===== config.mk =====
export PLATFORM = sky130hd
export DESIGN_NAME = mem_port_arbiter
export DESIGN_NICKNAME = d
export VERILOG_FILES = /design/src/rtl/mem_port_arbiter.sv
export SDC_FILE = /design/constraint.sdc
export NUM_CORES = 1
export LEC_CHECK = 0
export ABC_AREA = 1
export CORE_ASPECT_RATIO = 0.75
export CORE_MARGIN = 1
export CORE_UTILIZATION = 25
export DETAILED_ROUTE_END_ITERATION = 6
export SYNTH_ARGS = -nofsm -noshare
export SYNTH_HDL_FRONTEND = slang
export SYNTH_SLANG_ARGS = --single-unit
export TNS_END_PERCENT = 1

===== constraint.sdc =====
create_clock -name clk -period 1.8 [get_ports clk]
set_clock_uncertainty 0.15 [all_clocks]
set_input_delay 0.45 -clock clk [delete_from_list [all_inputs] [get_ports clk]]
set_output_delay 0.45 -clock clk [all_outputs]
set_load 0.1 [all_outputs]

===== src/rtl/mem_port_arbiter.sv =====
// Two-host arbiter sharing one single-ported Avalon-MM memory between instruction fetch (read-only)
// and data (read/write). Data wins arbitration unless fetch has been starved STARVE_LIMIT times.
module mem_port_arbiter #(
  parameter int unsigned STARVE_LIMIT = 4
) (
  input  logic        clk,
  input  logic        reset,
  // fetch host (read-only)
  input  logic [31:0] ibus_address_i,
  input  logic        ibus_read_i,
  output logic [31:0] ibus_agent_to_host_o,
  output logic        ibus_waitrequest_o,
  output logic        ibus_readdatavalid_o,
  // data host
  input  logic [31:0] dbus_address_i,
  input  logic        dbus_read_i,
  input  logic        dbus_write_i,
  input  logic [3:0]  dbus_byteenable_i,
  input  logic [31:0] dbus_host_to_agent_i,
  output logic [31:0] dbus_agent_to_host_o,
  output logic        dbus_waitrequest_o,
  output logic        dbus_readdatavalid_o,
  // downstream memory
  output logic [31:0] mem_address_o,
  output logic        mem_read_o,
  output logic        mem_write_o,
  output logic [3:0]  mem_byteenable_o,
  output logic [31:0] mem_host_to_agent_o,
  input  logic [31:0] mem_agent_to_host_i,
  input  logic        mem_waitrequest_i,
  input  logic        mem_readdatavalid_i
);

  localparam logic [1:0] StIdle = 2'd0;
  localparam logic [1:0] StCmd  = 2'd1;
  localparam logic [1:0] StResp = 2'd2;

  localparam logic [1:0] GntNone = 2'd0;
  localparam logic [1:0] GntD    = 2'd1;
  localparam logic [1:0] GntI    = 2'd2;

  localparam logic [3:0] Limit = 4'(STARVE_LIMIT);

  logic [1:0]  state_q, state_d;
  logic [1:0]  grant_q, grant_d;
  logic [3:0]  streak_q, streak_d;
  logic [31:0] ibus_rdata_q, ibus_rdata_d;
  logic [31:0] dbus_rdata_q, dbus_rdata_d;

  logic dreq, ireq;
  logic cmd_d, cmd_i, resp_rdv;

  assign dreq     = dbus_read_i | dbus_write_i;
  assign ireq     = ibus_read_i;
  assign cmd_d    = (state_q == StCmd) && (grant_q == GntD);
  assign cmd_i    = (state_q == StCmd) && (grant_q == GntI);
  // Gated by reset so a response landing in the reset cycle never reaches a host.
  assign resp_rdv = (state_q == StResp) && mem_readdatavalid_i && !reset;

  always_comb begin
    state_d      = state_q;
    grant_d      = grant_q;
    streak_d     = streak_q;
    ibus_rdata_d = ibus_rdata_q;
    dbus_rdata_d = dbus_rdata_q;
    case (state_q)
      StIdle: begin
        grant_d = GntNone;
        if (dreq && !(ireq && (streak_q == Limit))) begin
          grant_d = GntD;
          state_d = StCmd;
          if (!ireq) begin
            streak_d = 4'd0;
          end else if (streak_q < Limit) begin
            streak_d = streak_q + 4'd1;
          end
        end else if (ireq) begin
          grant_d  = GntI;
          state_d  = StCmd;
          streak_d = 4'd0;
        end else begin
          streak_d = 4'd0;
        end
      end
      StCmd: begin
        if (!mem_waitrequest_i) begin
          if (mem_read_o) begin
            state_d = StResp;
          end else begin
            state_d = StIdle;
            grant_d = GntNone;
          end
        end
      end
      StResp: begin
        if (mem_readdatavalid_i) begin
          state_d = StIdle;
          grant_d = GntNone;
          if (grant_q == GntI) begin
            ibus_rdata_d = mem_agent_to_host_i;
          end else if (grant_q == GntD) begin
            dbus_rdata_d = mem_agent_to_host_i;
          end
        end
      end
      default: begin
        state_d = StIdle;
        grant_d = GntNone;
      end
    endcase
  end

  always_comb begin
    mem_address_o       = 32'd0;
    mem_read_o          = 1'b0;
    mem_write_o         = 1'b0;
    mem_byteenable_o    = 4'd0;
    mem_host_to_agent_o = 32'd0;
    if (cmd_d) begin
      mem_address_o       = dbus_address_i;
      // Simultaneous read and write from the data host is treated as a write.
      mem_read_o          = dbus_read_i & ~dbus_write_i;
      mem_write_o         = dbus_write_i;
      mem_byteenable_o    = dbus_byteenable_i;
      mem_host_to_agent_o = dbus_host_to_agent_i;
    end else if (cmd_i) begin
      mem_address_o    = ibus_address_i;
      mem_read_o       = 1'b1;
      mem_byteenable_o = 4'b1111;
    end
  end

  always_comb begin
    ibus_waitrequest_o   = cmd_i ? mem_waitrequest_i : 1'b1;
    dbus_waitrequest_o   = cmd_d ? mem_waitrequest_i : 1'b1;
    ibus_readdatavalid_o = resp_rdv && (grant_q == GntI);
    dbus_readdatavalid_o = resp_rdv && (grant_q == GntD);
    ibus_agent_to_host_o = ibus_readdatavalid_o ? mem_agent_to_host_i : ibus_rdata_q;
    dbus_agent_to_host_o = dbus_readdatavalid_o ? mem_agent_to_host_i : dbus_rdata_q;
  end

  always_ff @(posedge clk) begin
    if (reset) begin
      state_q      <= StIdle;
      grant_q      <= GntNone;
      streak_q     <= 4'd0;
      ibus_rdata_q <= 32'd0;
      dbus_rdata_q <= 32'd0;
    end else begin
      state_q      <= state_d;
      grant_q      <= grant_d;
      streak_q     <= streak_d;
      ibus_rdata_q <= ibus_rdata_d;
      dbus_rdata_q <= dbus_rdata_d;
    end
  end

endmodule


* After elaboration in Yosys (flattened, before gate mapping) *
Cells that the tools add are included.

word-level totals
  register bits after elaboration = 72
  logic and storage cells = 63

cells by class
  add/sub/neg operators = 1
  magnitude comparators = 1
  equal/unequal tests = 10
  mux-type cells = 26
  bitwise logic cells = 4
  reductions and logical operators = 16

operators by type and width
  operator                                                               count
  32-bit 2-to-1 mux                                                      5
  4-bit 2-to-1 mux                                                       5
  2-bit 2-to-1 mux                                                       9
  2-bit case mux with 3 select lines                                     2
  3-bit AND reduction                                                    3
  1-bit logical AND                                                      8
  2-bit != test, second input constant                                   3
  1-bit 2-to-1 mux                                                       5
  4-bit by 1-bit adder with 4-bit output, second input constant          1
  2-bit by 1-bit equality test with 1-bit output, second input constant  2
  2-bit equality test, second input constant                             2
  4-bit by 3-bit equality test with 1-bit output, second input constant  1
  4-bit by 3-bit < comparator with 1-bit output, second input constant   1
  4-bit AND reduction                                                    1
  3-bit by 2-bit != test with 1-bit output, second input constant        1
  3-bit != test, second input constant                                   1
  1-bit logical NOT                                                      2
  2-bit logical NOT                                                      1
  1-bit inverter                                                         2
  2-bit AND reduction                                                    1
  1-bit bitwise AND                                                      1
  1-bit bitwise OR                                                       1

* Depth between registers and ports, before layout *
  depth in word-level cells = 7
  depth in mapped cells = 10

* Worst setup path before layout *
No wires, ideal clock.

  path kind = input port to output port
  start = in mem_readdatavalid_i
  end = out ibus_agent_to_host_o[1]
  arrival = 4.103 ns
  slack = -2.903 ns
  stages = 7
  buffers on the path = 1
  cells stage by stage = inv_1 nor3_2 nand2_2 nor2_2 inv_2 clkbuf_1 o21ai_0

between the ends
  word-level cells in the longest chain between the ends = 4

ends and longest elaborated chain
  what                             RTL line  RTL
  from (decl)                      31        input logic mem_readdatavalid_i
  1-bit logical AND (2 in series)  58        assign resp_rdv = (state_q == StResp) && mem_readdatavalid_i && !reset;
  1-bit logical AND                136       ibus_readdatavalid_o = resp_rdv && (grant_q == GntI);
  net ibus_readdatavalid_o         13        output logic ibus_readdatavalid_o,
  32-bit 2-to-1 mux                138       ibus_agent_to_host_o = ibus_readdatavalid_o ? mem_agent_to_host_i : ibus_rdata_q;
  to (decl)                        11        output logic [31:0] ibus_agent_to_host_o,

The timed path passes the listed nets, and every way through them passes these cells.

* Final worst setup path *
  start = in mem_readdatavalid_i
  end = out ibus_agent_to_host_o[11]

between the ends
  word-level cells in the longest chain between the ends = 4

ends and longest elaborated chain
  what                             RTL line
  1-bit logical AND (2 in series)  58
  1-bit logical AND                136
  32-bit 2-to-1 mux                138

Every way passes these cells.

==> flow_summary.ini <==
[outcome]
outcome = finished with violations
violations = negative setup slack

[worst_setup_path]
timing_worst_setup_path_type = primary input to output port
start_kind = primary input
worstPathArrival_ps = 1950
crit_top_cell = buf_6
path_cells = buf_2 > buf_6 > inv_12 > nor3_4 > buf_6 > nand2_4 > nor2_4 > clkinv_4 > buf_6 > o21ai_4 > buf_12
ff2ff_setup_slack_ps = 70
r2r_cells = 8
cp_slowest_cell = nor2_4
cp.required_ps = 1200
crit_fanout = 6
critPathMaxStageDelay_ps = 240
critical_path.top_delay_family = buffers and inverters
crit_path_end_kind = output port
r2r-start = state_q[0]
worst-path-buf-inv = 7
r2r-end = ibus_rdata_q[5]

[sta]
period_minus_slack_ps = 2550
timing_hold_violations_final = 0
holdWs_ps = 326
setup_slack_ps = -746
finalSetupViolations = 138
max_slew.worst_pin.slew_ps = 393
setup_tns_ps = -80160
rsz0062_at_grt = yes
fmax_mhz = 393
finalCritPeriodShare = 1.41
slew_headroom = 0.738
drv_slew = 0

[place]
place.gp.congestion = 0.855
port-buffer-count = 276
dp.cells = 1096
hpwl_mm = 13.5

[global_route]
antenna_found_initial = 1
grt_pass1_wl_mm = 28.8
grt_pass1_vias = 5515
gr-usage-all-layers = 0.221
grt_max_degree = 38
overflow = 0

[min_path]
hp-start = ibus_rdata_q[4]
hold_class = flop to flop
min_to = ibus_rdata_q[4]
worstHoldPathCells = 2

[clock_tree]
clock_latency_ps = 330
cts_made_buffers = 9
cts_root_buffer = clkbuf_16
h-tree-depth = 3
cts_tree = yes
cts_buffer_depth = 2
hold_buffers = 0
clk_pin_slew_ps = 60
cts.sinks = 72

[synthesis]
synth-seq-area-share = 0.366
synth_top_area_cell = dfxtp_1
postSynthAreaPerCell_um2 = 6.61
post-synth-top-area-fraction = 0.366
syn_nets = 737
ys_ff_latch = 72
post-synth-top-count-cell = nand2_1
ys_top_cells_by_count = 97 x nand2_1, 96 x o21ai_0, 81 x inv_1
synth_cells = 596
async_reset_ff_frac = 0
synth.distinct_cells = 23
synthTopCellsByArea = dfxtp_1 37%, o21ai_0 12%, nand3_1 9.5%
ys_warn_count = 0
synthFlopType = dfxtp_1
synth_edf_count = 0
syn_area_um2 = 3940

[pwr]
total_power_mw = 5.44
max-vdd-ir-drop_mv = 0.448
power_density_nw_per_um2 = 524
p_leak_nw = 4.22

[route]
drtIter0Drc = 180
routedWlPerCell_um = 15.9
first_pass_iters = 4
drc = 0
ant_nets = 0
via_count = 5314
routed_wl_mm = 18.0
via_per_inst = 4.69

[floorplanning]
dieArea_um2 = 16300
start_util = 0.257
core-area_um2 = 15300
pin_count = 277
num_rows = 39
fp.dieW_um = 147
fp.dieH_um = 111

[final_layout]
nets = 1062
drive_above_1_share = 0.454
final-instance-count-excl-fill = 1132
area.growth.synth_to_final_pct = 163

[job]
cap_violations = 0
==> per-layer routing <==
| metal | vias to the layer above | share of wire | GRT usage |
|---|---|---|---|
| li1 | 2622 | - | - |
| met1 | 2484 | 0.39 | 0.252 |
| met2 | 191 | 0.53 | 0.416 |
| met3 | 17 | 0.064 | 0.0494 |
| met4 | 0 | 0.013 | 0.0502 |
| met5 | - | 0 | 0 |
==> cells in the final DEF, fill, tap and decap left out, drive strengths merged <==
master         netlist  routed
dlygate4sd2          0       1
nor3                 2       2
nand3               75      75
nor2                48      48
nand2               99      99
a22o                32      32
nand3b               1       1
clkinv               1       5
dfxtp               72      72
ha                   2       2
buf                 18     218
clkinvlp             0       2
clkdlybuf4s50        0     136
a21oi                3       3
clkbuf              25      10
inv                 84      86
nand4                6       6
o21ai              128     128
diode                0       1
==> worst min-delay path: stages (launching register included) <==
cell     delay (ps)
dfxtp_1         310
nand3_1          70
o21ai_1          50
==> report_power, final <==
| part | total (mW) | switching [mW] | internal, mW |
|---|---|---|---|
| logic | 2.17 | 1.29 | 0.883 |
| registers | 1.63 | 0.0170 | 1.62 |
| clock network | 1.64 | 0.677 | 0.959 |
| total | 5.44 | 1.98 | 3.46 |
==> registers in the layout (all words and copies together) (netlist names) <==
register,cells
grant_q,2
streak_q,4
state_q,2
ibus_rdata_q,32
dbus_rdata_q,32
==> how the worst max path moves through the flow <==
| stage | start | to | slack [ps] | cells after the start |
|---|---|---|---|---|
| after floorplan | mem_readdatavalid_i | ibus_agent_to_host_o[21] | -1130 | 8 |
| after global placement | mem_readdatavalid_i | dbus_agent_to_host_o[25] | -990 | 10 |
| after detailed placement | mem_readdatavalid_i | ibus_agent_to_host_o[8] | -990 | 11 |
| after CTS | state_q[1] | ibus_agent_to_host_o[6] | -830 | 10 |
| after global routing | state_q[1] | ibus_agent_to_host_o[16] | -830 | 9 |
| final | mem_readdatavalid_i | ibus_agent_to_host_o[11] | -750 | 11 |
==> final cells by class <==
class | count | area, um2
antenna | 1 | 2.50
fill | 1182 | 4930
inverter | 85 | 344
clock inverter | 6 | 35.0
clock buffer | 10 | 239
timing repair inverter | 2 | 20.0
timing repair buffer | 355 | 5030
sequential | 72 | 1450
multi-input combinational | 396 | 3020
tap | 205 | 256
==> stage by stage <==
stage | area, um2 | setup slack, ps | utilization
floorplan | 4730 | -1130 | -
global placement | 9500 | -990 | 0.620
detailed placement | 9500 | -989 | 0.620
CTS | 10400 | -830 | 0.678
global route | 10400 | -826 | 0.678
finish | 10400 | -746 | 0.678
==> cell families after synthesis <==
kind of cell | synth area share
adder cells (fa/ha/maj) | 0.00635
flip-flops | 0.366
buffers and inverters | 0.136
AND/OR/NAND/NOR | 0.254
AO/OA/AOI/OAI | 0.237
==> repair_timing <==
| item | 4_1_cts | 5_1_grt |
|---|---|---|
| setup endpoints to repair | 201 | 149 |
| buffers inserted | 12 | 3 |
| gates cloned | 8 | 0 |
| gates resized for setup | 131 | 28 |
| pin swaps | 18 | 13 |
Power figures use the tool's default switching activity.
